--- src/rtl/fwd_hazard_unit.sv ---
// fwd_hazard_unit: forwarding select and load-use stall scoreboard; FWD_PERF_CNT_EN enables the stall counter
module fwd_hazard_unit #(
    parameter int NUM_REGS   = 8,
    parameter int NUM_SRC    = 3,
    parameter int NUM_STAGES = 3,
    localparam int REG_W = $clog2(NUM_REGS),
    localparam int SEL_W = $clog2(NUM_STAGES + 1)
) (
    input  logic                     clk,
    input  logic                     rst,
    input  logic                     advance,
    input  logic                     flush,
    input  logic                     id_valid,
    input  logic                     id_wr,
    input  logic [REG_W-1:0]         id_dest,
    input  logic [1:0]               id_kind,
    input  logic [NUM_SRC*REG_W-1:0] id_src,
    input  logic [NUM_SRC-1:0]       id_src_used,
    output logic                     stall,
    output logic [NUM_SRC*SEL_W-1:0] fwd_sel,
    output logic [NUM_SRC*2-1:0]     fwd_kind,
    output logic [15:0]              stall_cnt
);
    logic [NUM_STAGES-1:0]            e_valid;
    logic [NUM_STAGES-1:0][REG_W-1:0] e_dest;
    logic [NUM_STAGES-1:0][1:0]       e_kind;
    logic [NUM_SRC*SEL_W-1:0]         sel_c;
    logic [NUM_SRC*2-1:0]             kind_c;

    // Scan oldest to youngest so the youngest match overwrites older ones.
    always_comb begin
        stall  = 1'b0;
        sel_c  = '0;
        kind_c = '0;
        for (int i = 0; i < NUM_SRC; i++) begin
            for (int k = NUM_STAGES - 1; k >= 0; k--) begin
                if (id_src_used[i] && e_valid[k] && e_dest[k] == id_src[i*REG_W +: REG_W]) begin
                    sel_c[i*SEL_W +: SEL_W] = SEL_W'(k + 1);
                    kind_c[i*2 +: 2]        = e_kind[k];
                end
            end
            stall = stall || (sel_c[i*SEL_W +: SEL_W] == SEL_W'(1) && kind_c[i*2 +: 2] == 2'd1);
        end
    end

    always_ff @(posedge clk or posedge rst) begin
        if (rst) begin
            e_valid  <= '0;
            e_dest   <= '0;
            e_kind   <= '0;
            fwd_sel  <= '0;
            fwd_kind <= '0;
        end else if (advance) begin
            for (int k = NUM_STAGES - 1; k > 0; k--) begin
                e_valid[k] <= e_valid[k-1] && !flush;
                e_dest[k]  <= e_dest[k-1];
                e_kind[k]  <= e_kind[k-1];
            end
            e_valid[0] <= id_valid && id_wr && !stall && !flush;
            e_dest[0]  <= id_dest;
            e_kind[0]  <= id_kind;
            fwd_sel    <= (flush || stall || !id_valid) ? '0 : sel_c;
            fwd_kind   <= (flush || stall || !id_valid) ? '0 : kind_c;
        end
    end

`ifdef FWD_PERF_CNT_EN
    logic [15:0] cnt;

    always_ff @(posedge clk or posedge rst) begin
        if (rst)
            cnt <= 16'h0000;
        else if (stall && advance && !flush && cnt != 16'hFFFF)
            cnt <= cnt + 16'h0001;
    end

    assign stall_cnt = cnt;
`else
    assign stall_cnt = 16'h0000;
`endif
endmodule
--- config.mk ---
export PLATFORM = sky130hd
export DESIGN_NAME = fwd_hazard_unit
export DESIGN_NICKNAME = d
export VERILOG_FILES = /design/src/rtl/fwd_hazard_unit.sv
export SDC_FILE = /design/constraint.sdc
export NUM_CORES = 1
export LEC_CHECK = 0
export BUFFER_PORTS_ARGS = -buffer_cell sky130_fd_sc_hd__buf_2
export CAP_MARGIN = 20
export CORE_MARGIN = 5
export CORE_UTILIZATION = 52
export DETAILED_ROUTE_END_ITERATION = 7
export PLACE_DENSITY = 0.79
export SYNTH_ARGS = -nofsm -noshare
export SYNTH_HDL_FRONTEND = slang
export SYNTH_SLANG_ARGS = --single-unit
export TNS_END_PERCENT = 10
--- constraint.sdc ---
create_clock -name clk -period 2.9 [get_ports clk]
set_input_delay 0.725 -clock clk [delete_from_list [all_inputs] [get_ports clk]]
set_output_delay 0.725 -clock clk [all_outputs]
set_load 0.02 [all_outputs]
Word level (Yosys, flattened, before mapping)
Cells that the tools add are included.

Equal/unequal tests: 15. Mux-type cells: 20. Reductions and logical operators: 33.

Operators with widths (number): 2-bit two-way mux (18); 3-bit == test (9); 1-bit logical AND (26); 2-bit by 1-bit == test with 1-bit output (second input constant) (6); 6-bit two-way mux (2); 1-bit logical OR (4); 1-bit zero test (3).

Bits in registers: 30. Bits of input ports: 23. Output and inout port bits: 29. Word-level logic and storage cells: 77.

Longest topological paths before layout
Gate-level depths: netlist of the first run.

Depth after elaboration: 12. Mapped depth: 5. Mapped depth without buffers: 4.

Worst setup path before layout of the first run
Ideal clock, no wire load.

Kind: input -> output. From: in id_src[2]. To: out stall. Arrival: 1.800 ns. Required time: 2.175 ns. Slack: 0.375 ns. Stages on the path: 4. Path buffers: 1. Path through: xor2_1 nor4_2 o311a_4 buf_6.

Cells in the longest elaborated chain, start to end: 9. Elaborated cells between the ends (all ways): 17. Classes of those cells: eq/ne: 5; mux: 6; reduce/logical: 6.

Ends and longest elaborated chain: start: declaration (line 17) `input logic [NUM_SRC*REG_W-1:0] id_src,`; 3-bit == test (line 37) `if (id_src_used[i] && e_valid[k] && e_dest[k] == id_src[i*REG_W +: REG_W]) begin`; 1-bit logical AND (line 37); 2-bit two-way mux (3 in series) (line 37); 2-bit by 1-bit == test with 1-bit output (line 42) `stall = stall || (sel_c[i*SEL_W +: SEL_W] == SEL_W'(1) && kind_c[i*2 +: 2] == 2'd1);`; 1-bit logical AND (*) (line 42); 1-bit logical OR (*) (2 in series) (line 42); end: declaration (line 19) `output logic stall,`.

Mark *: on every way between the ends. The rest lies on a longest branch, timed or not.

Worst setup path after layout of the first run
From: in id_src[7]. To: out stall.

Cells in the longest elaborated chain, start to end: 8. Elaborated cells between the ends (all ways): 16. Classes of those cells: eq/ne: 5; mux: 6; reduce/logical: 5.

Ends and longest elaborated chain (line): 3-bit == test (37); 1-bit logical AND (37); 2-bit two-way mux (3 in series) (37); 2-bit by 1-bit == test with 1-bit output (42); 1-bit logical AND (*) (42); 1-bit logical OR (*) (42).

Marks and branches as above.

==> summary.log, run 1 <==
[timing] Worst slew margin 63.94%
[placed_design] Placed Cells incl. Taps 262
[worst_setup_path] FF-to-FF Start e_dest[4]
[clock_network] postcts setup bufs 0
[worst_setup_path] category of the worst setup path launch point input port
[worst_setup_path] depth of the most critical reg-to-reg path 4
[die] effective utilization at floorplan 52.81%
[clock_network] maximum count of clock buffers along a single path 2
[placed_design] number of input and output port buffers inserted 35
[routing] Pre-Repair DR Iteration Count 4
[timing] hold violation total from the final report 0
[routing] vias per std cell 5.304
[global_route] first-pass GRT wire length 6.886 mm
[logic_synthesis] count of different cell masters after synthesis 30
[logic_synthesis] register bit total from synthesis 30
[hold_path] worst hold path startpoint fwd_kind[4]
[power_and_ir_drop] part of the total power dissipated in sequential elements 48.2%
[die] die width 70.52 um
[worst_setup_path] data arrival time of the critical path 1.82 ns
[global_route] total track usage 17.41%
[clock_network] clock tree from TritonCTS done
[worst_setup_path] Critical Path, Cell by Cell buf_2, xor2_1, nor4_2, o311a_4, buf_2
[logic_synthesis] share of the yosys chip area belonging to registers 39.42%
[placed_design] DP HPWL 3.147 mm
[logic_synthesis] fraction of post-synthesis cell area in the top cell type by area 39.42%
[global_route] pin count of the biggest net entering global routing 34
[placed_design] Post-Place Cell Area 2082 um^2
[clock_network] number of hold buffers added after CTS 0
[power_and_ir_drop] maximum vdd drop 0.0003525 V
[timing] Fin Hold WS 0.4807 ns
[hold_path] endpoint of the worst hold-timing path fwd_kind[4]
[logic_synthesis] most used flip-flop cell after synthesis sky130_fd_sc_hd__dfrtp_1
[timing] pin slew with the least headroom to its limit 0.5393 ns
[die] Die ar. 4972 um^2
[routing] post-detailed-route count of antenna-violating nets 0
[clock_network] number of gates resized after CTS 0
[power_and_ir_drop] total internal power 729.3 uW
[finish] number of standard cells in the layout, taps in and fillers out 270
[clock_network] Root Buffer Master sky130_fd_sc_hd__clkbuf_8
[logic_synthesis] cell with the most instances after synthesis sky130_fd_sc_hd__dfrtp_1
[worst_setup_path] critical path class in -> out
[timing] total negative slack for setup checks 0 ns
[worst_setup_path] setup slack of the worst register-to-register path 0.99 ns
[timing] Fmax achieved 392.3 MHz
[worst_setup_path] Worst path most repeated cell sky130_fd_sc_hd__buf_2
[power_and_ir_drop] static leakage 0.9626 nW
[timing] unrepaired setup endpoints after global routing no
[clock_network] CTS sink cnt 30
[worst_setup_path] worst setup path startpoint id_src[7]
[finish] diodes inserted 0
[clock_network] H-Tree Level Count 2
[worst_setup_path] Critical Path End Type output pin
[clock_network] Skew-Pair Late Insertion Delay 0.28 ns
[finish] net count reported at finish 244
[finish] share of post-route cells with drive strength above 1 30.63%
[routing] Total Routed Length 4.099 mm
[logic_synthesis] fraction of synthesis flops using an asynchronous set or reset pin 100.0%
[logic_synthesis] cell type with the largest total area after synthesis sky130_fd_sc_hd__dfrtp_1
[logic_synthesis] number of synthesized flops with an enable pin 0
[global_route] total overflow reported by the global router 0
[worst_setup_path] required time of the critical path 2.17 ns
[hold_path] worst hold path type reg -> reg
[routing] mean routed wirelength per cell 15.18 um
[worst_setup_path] endpoint of the worst-slack reg-to-reg timing path fwd_kind[4]
[routing] DRC violations left 0
[clock_network] clock-pin slew on the worst setup and hold paths 0.06 ns
[run] total of max-cap violations 0
[die] number of top-level pins 52
[worst_setup_path] peak fanout along the critical path 3
[logic_synthesis] total standard cell area after synthesis 1904 um^2
[die] Die Y-Extent 70.52 um
[worst_setup_path] slowest cell on the critical path sky130_fd_sc_hd__nor4_2
[status] status finished, final reports clean
[clock_network] number of buffers created by CTS 5
[finish] area growth from synthesis to final layout 14.13%
[routing] Via Count 1,432
[power_and_ir_drop] clock network fraction of total power 33.3%
[routing] DR iter-0 viols 71
[timing] total of endpoints with negative setup slack in the final report 0
[hold_path] instance count along the most critical hold path 2
[worst_setup_path] delay of the slowest cell on the worst path 0.38 ns
[power_and_ir_drop] total power consumption of the routed design 1.043 mW
[timing] number of max-slew violations in the final report 0
[global_route] number of antenna violations at the first check in global routing 0
[finish] area of all placed cells without fillers 2173 um^2
[timing] post-route fraction of the period consumed by the critical path 87.89%
[logic_synthesis] instance count of the mapped netlist 182
[timing] minimum clock period 2.549 ns
[power_and_ir_drop] Net Switching 314.2 uW
[die] Row Count 22
[logic_synthesis] cell types with the highest counts after synthesis sky130_fd_sc_hd__dfrtp_1, sky130_fd_sc_hd__xor2_1, sky130_fd_sc_hd__buf_4
[power_and_ir_drop] share of power burned in combinational logic 18.5%
[die] Placeable Area 3606 um^2
[logic_synthesis] Post-Syn Area per Cell 10.46 um^2
[logic_synthesis] largest cells by area after synthesis sky130_fd_sc_hd__dfrtp_1, sky130_fd_sc_hd__mux2_2, sky130_fd_sc_hd__xor2_1
[global_route] vias in the first global route 1,404
[logic_synthesis] Yosys Warn Count 0
[timing] post-route clock skew 0.003375 ns
[placed_design] weighted congestion reported at the end of routability-driven placement 0.8625
[power_and_ir_drop] Sw Ratio 30.11%
[power_and_ir_drop] power per unit of standard cell area 480.1 nW/um^2
[per-layer routing]
| metal | part of all wire [%] | up-vias | wire [um] | track usage [%] |
|---|---|---|---|---|
| met2 | 44 | 56 | 1818 | 25.68 |
| li1 | - | 708 | - | - |
| met3 | 8.7 | 6 | 356 | 5.612 |
| met1 | 46 | 662 | 1877 | 24.03 |
| met4 | 1.1 | 0 | 46 | 5.957 |
| met5 | 0 | - | 0 | 0 |
[how the worst max path moves through the flow]
stage / cells past startpoint / slack (ns) / end
after floorplan: 4 / 0.37 / stall
after global placement: 5 / 0.37 / stall
after detailed placement: 5 / 0.34 / stall
after CTS: 5 / 0.34 / stall
after global routing: 5 / 0.28 / stall
final: 5 / 0.35 / stall
[cells by family after synthesis]
logic type / synth area share [%]
DFF: 39.42
xor gates and xnor gates: 12.42
buffers and inverters: 10.12
other: 0.1969
muxes: 8.279
AOI/OAI and AO/OA: 13.73
and+or+nand+nor: 15.83
[critical path, delay by kind of cell]
kind                      cells  cell delay, ns
AOI/OAI and AO/OA             1            0.25
buffers and inverters         2            0.29
xor gates and xnor gates      1            0.17
and+or+nand+nor               1            0.38
[per-stage QoR]
step | setup slack [ns] | util (%)
6_report | 0.3512 | 60.27
3_3_place_gp | 0.3749 | 57.74
3_5_place_dp | 0.3430 | 57.74
2_1_floorplan | 0.3746 | -
5_1_grt | 0.2835 | 60.27
4_1_cts | 0.3382 | 60.27
[area by class of cell]
class | instances | area (um^2)
clock buffers | 7 | 86.33
clock inverters | 1 | 5.005
fillers | 326 | 1433
inverters | 9 | 33.78
multi-input cells | 134 | 1017
flip-flops and latches | 30 | 750.7
well taps | 48 | 60.06
repair buffers | 41 | 220.2
[power groups by stage]
stage | clock [mW] | combinational [mW] | sequential (mW)
final | 0.348 | 0.193 | 0.502
after global routing | 0.380 | 0.213 | 0.508
after CTS | 0.358 | 0.193 | 0.503
after detailed placement | 0 | 0.192 | 0.510
after global placement | 0 | 0.189 | 0.507
after floorplan | 0 | 0.162 | 0.494
[cell usage in the layout, fill, tap and decap left out, types with 2 or more instances in the layout]
cell type,instances
sky130_fd_sc_hd__dfrtp_1,30
sky130_fd_sc_hd__nor4_2,3
sky130_fd_sc_hd__xnor2_1,9
sky130_fd_sc_hd__o41ai_2,2
sky130_fd_sc_hd__a311oi_1,6
sky130_fd_sc_hd__nand2b_1,9
sky130_fd_sc_hd__mux2_2,14
sky130_fd_sc_hd__conb_1,16
sky130_fd_sc_hd__xor2_1,18
sky130_fd_sc_hd__nand3_1,6
sky130_fd_sc_hd__nand2_1,9
sky130_fd_sc_hd__buf_4,6
sky130_fd_sc_hd__a31oi_1,3
sky130_fd_sc_hd__nor4_1,6
sky130_fd_sc_hd__o22ai_1,2
sky130_fd_sc_hd__o41ai_1,7
sky130_fd_sc_hd__a21boi_0,3
sky130_fd_sc_hd__and4_1,3
sky130_fd_sc_hd__inv_1,9
sky130_fd_sc_hd__nor2b_1,3
sky130_fd_sc_hd__buf_2,35
sky130_fd_sc_hd__o32ai_1,4
sky130_fd_sc_hd__and2_1,5
sky130_fd_sc_hd__clkbuf_8,6
sky130_fd_sc_hd__or4_1,3
[state kept, by name, summed over array words and instances (netlist names)]
signal    cells
e_dest        9
e_valid       3
fwd_kind      6
fwd_sel       6
e_kind        6
Note: power is estimated with default switching activity, not from simulation.
==> run 2: changes to the inputs <==
--- a/config.mk
+++ b/config.mk
@@ -8,9 +8,10 @@
 export BUFFER_PORTS_ARGS = -buffer_cell sky130_fd_sc_hd__buf_2
 export CAP_MARGIN = 20
 export CORE_MARGIN = 5
-export CORE_UTILIZATION = 52
+export CORE_UTILIZATION = 54
+export CTS_BUF_LIST = sky130_fd_sc_hd__clkbuf_8
 export DETAILED_ROUTE_END_ITERATION = 7
-export PLACE_DENSITY = 0.79
+export PLACE_DENSITY = 0.82
 export SYNTH_ARGS = -nofsm -noshare
 export SYNTH_HDL_FRONTEND = slang
 export SYNTH_SLANG_ARGS = --single-unit
==> run 2 against run 1 <==
Final cell count shrank 0.74%. Power shrank 0.34%. Global-route usage grew 0.38 points. Final area shrank 0.12%. Register-to-register slack is essentially flat. Clock power shrank 2%. Maximum frequency shrank 0.54%. Worst hold slack gained 0.0013 ns. Via count grew 4.5%. Clock skew grew 0.0045 ns. Flip-flop and latch count is the same. Combinational power is essentially flat. Critical endpoint unchanged.
==> summary.log, run 2 (synthesis results as in run 1) <==
[timing] total negative slack for setup checks 0 ns [unchanged]
[finish] diodes inserted 0 [unchanged]
[die] number of top-level pins 52 [unchanged]
[routing] DRC violations left 0 [unchanged]
[die] die width 69.39 um [-1.6%]
[clock_network] CTS sink cnt 30 [unchanged]
[finish] area growth from synthesis to final layout 13.99%
[routing] Pre-Repair DR Iteration Count 5 [+1]
[timing] unrepaired setup endpoints after global routing no
[run] total of max-cap violations 0 [unchanged]
[clock_network] number of gates resized after CTS 0 [unchanged]
[power_and_ir_drop] static leakage 0.9668 nW [+0.43%]
[die] Row Count 21 [-4.5%]
[clock_network] Skew-Pair Late Insertion Delay 0.28 ns [about the same]
[worst_setup_path] required time of the critical path 2.17 ns [about the same]
[routing] Via Count 1,496 [+4.5%]
[global_route] vias in the first global route 1,485 [+5.8%]
[global_route] first-pass GRT wire length 6.941 mm [+0.80%]
[power_and_ir_drop] power per unit of standard cell area 479.1 nW/um^2 [-0.22%]
[die] Die Y-Extent 69.39 um [-1.6%]
[finish] number of flip-flops in the largest register 9 [unchanged]
[die] effective utilization at floorplan 56.62% [+3.8 points]
[finish] share of post-route cells with drive strength above 1 30.63% [unchanged]
[clock_network] H-Tree Level Count 2 [unchanged]
[finish] highest-count cells in the layout ignoring fill and taps sky130_fd_sc_hd__buf_2, sky130_fd_sc_hd__dfrtp_1, sky130_fd_sc_hd__xor2_1, sky130_fd_sc_hd__conb_1, sky130_fd_sc_hd__mux2_2
[clock_network] clock-pin slew on the worst setup and hold paths 0.06 ns [about the same]
[clock_network] number of hold buffers added after CTS 0 [unchanged]
[timing] hold violation total from the final report 0 [unchanged]
[global_route] total track usage 17.79% [+0.38 points]
[status] status finished, final reports clean
[clock_network] clock tree from TritonCTS done
[clock_network] Root Buffer Master sky130_fd_sc_hd__clkbuf_8
[worst_setup_path] Critical Path End Type output pin
[placed_design] Post-Place Cell Area 2079 um^2 [-0.12%]
[worst_setup_path] data arrival time of the critical path 1.84 ns [+0.02 ns]
[timing] post-route fraction of the period consumed by the critical path 88.37% [+0.47 points]
[clock_network] number of buffers created by CTS 5 [unchanged]
[hold_path] worst hold path type reg -> reg
[global_route] number of antenna violations at the first check in global routing 0 [unchanged]
[power_and_ir_drop] maximum vdd drop 0.0003525 V [about the same]
[clock_network] postcts setup bufs 0 [unchanged]
[routing] Total Routed Length 4.139 mm [+0.98%]
[routing] post-detailed-route count of antenna-violating nets 0 [unchanged]
[timing] minimum clock period 2.563 ns [+0.01374 ns]
[timing] total of endpoints with negative setup slack in the final report 0 [unchanged]
[placed_design] DP HPWL 3.146 mm [about the same]
[timing] Worst slew margin 62.08% [-1.9 points]
[worst_setup_path] peak fanout along the critical path 3 [unchanged]
[timing] pin slew with the least headroom to its limit 0.5671 ns [+0.02782 ns]
[die] Die ar. 4814 um^2 [-3.2%]
[finish] net count reported at finish 244 [unchanged]
[finish] Fill cells 303 [-7.1%]
[routing] mean routed wirelength per cell 15.44 um [+1.7%]
[timing] fin worst setup slack 0.3374 ns [-0.01374 ns]
[placed_design] worst-case setup slack after placement 0.3663 ns [+0.02330 ns]
[clock_network] maximum count of clock buffers along a single path 2 [unchanged]
[routing] DR iter-0 viols 90 [+27%]
[die] Placeable Area 3363 um^2 [-6.7%]
[worst_setup_path] depth of the most critical reg-to-reg path 4 [unchanged]
[routing] vias per std cell 5.582 [+5.2%]
[timing] Fmax achieved 390.2 MHz [-0.54%]
[worst_setup_path] category of the worst setup path launch point input port
[finish] most common cell after layout, fill and taps aside sky130_fd_sc_hd__buf_2
[timing] number of max-slew violations in the final report 0 [unchanged]
[placed_design] weighted congestion reported at the end of routability-driven placement 0.8833 [+2.4%]
[worst_setup_path] critical path class in -> out
[global_route] total overflow reported by the global router 0 [unchanged]
[global_route] pin count of the biggest net entering global routing 34 [unchanged]
[hold_path] instance count along the most critical hold path 2 [unchanged]
[finish] register bank with the most flops e_dest
[timing] post-route clock skew 0.007890 ns [+0.004514 ns]
[finish] area of all placed cells without fillers 2171 um^2 [-0.12%]
[power_and_ir_drop] total power consumption of the routed design 1.040 mW [-0.34%]
[placed_design] number of input and output port buffers inserted 35 [unchanged]
## run 2: cell types whose count changed in the layout (fill, tap and decap cells not counted)
cell | before | now
sky130_fd_sc_hd__inv_1 | 9 | 10
sky130_fd_sc_hd__clkbuf_1 | 1 | 0
## run 2: metal layers
layer  global-route usage (%)  up-vias  routed length [um]
li1                         -      709                   -
met1                    21.33      725                1746
met2                    29.24       55                2046
met3                    6.667        7                 285
met4                    6.074        0                  61
met5                        0        -                   0
## run 2: layout make-up
cell class / instances / area (um^2) / area share [%]
tap: 46 / 57.56 / 2.651
timing repair buffer: 41 / 220.2 / 10.14
multi-input combinational: 134 / 1017 / 46.86
clock buffer: 6 / 82.58 / 3.804
sequential: 30 / 750.7 / 34.58
inverter: 9 / 33.78 / 1.556
clock inverter: 2 / 8.758 / 0.4035
## run 2: report_power, final
| group | internal [mW] | switching, mW |
|---|---|---|
| logic | 0.0862 | 0.109 |
| registers | 0.452 | 0.0524 |
| clock network | 0.187 | 0.153 |
## run 2: worst paths after layout
check | start | end | slack, ns
setup reg to reg | e_dest[5] | fwd_kind[2] | 0.99
max in group asynchronous | rst | fwd_kind[1] | 2.12
hold / removal | fwd_kind[4] | fwd_kind[4] | 0.48
setup / recovery | id_src[2] | stall | 0.34
hold reg to reg | fwd_kind[4] | fwd_kind[4] | 0.48
min in group asynchronous | rst | e_dest[6] | 0.50
## run 2: critical path: stages
cell and delay, ns:
sky130_fd_sc_hd__buf_2 0.13, sky130_fd_sc_hd__xor2_1 0.15, sky130_fd_sc_hd__nor4_2 0.40, sky130_fd_sc_hd__o311a_4 0.27
sky130_fd_sc_hd__buf_2 0.16
## run 2: through the flow
stage               cells  utilization, %  hold WS (ns)
finish                268           64.55        0.4820
global route          268           64.55        0.5018
CTS                   268           64.55        0.4841
detailed placement    260           61.83        0.4636
global placement      260           61.83        0.4642
floorplan             197               -        0.4721
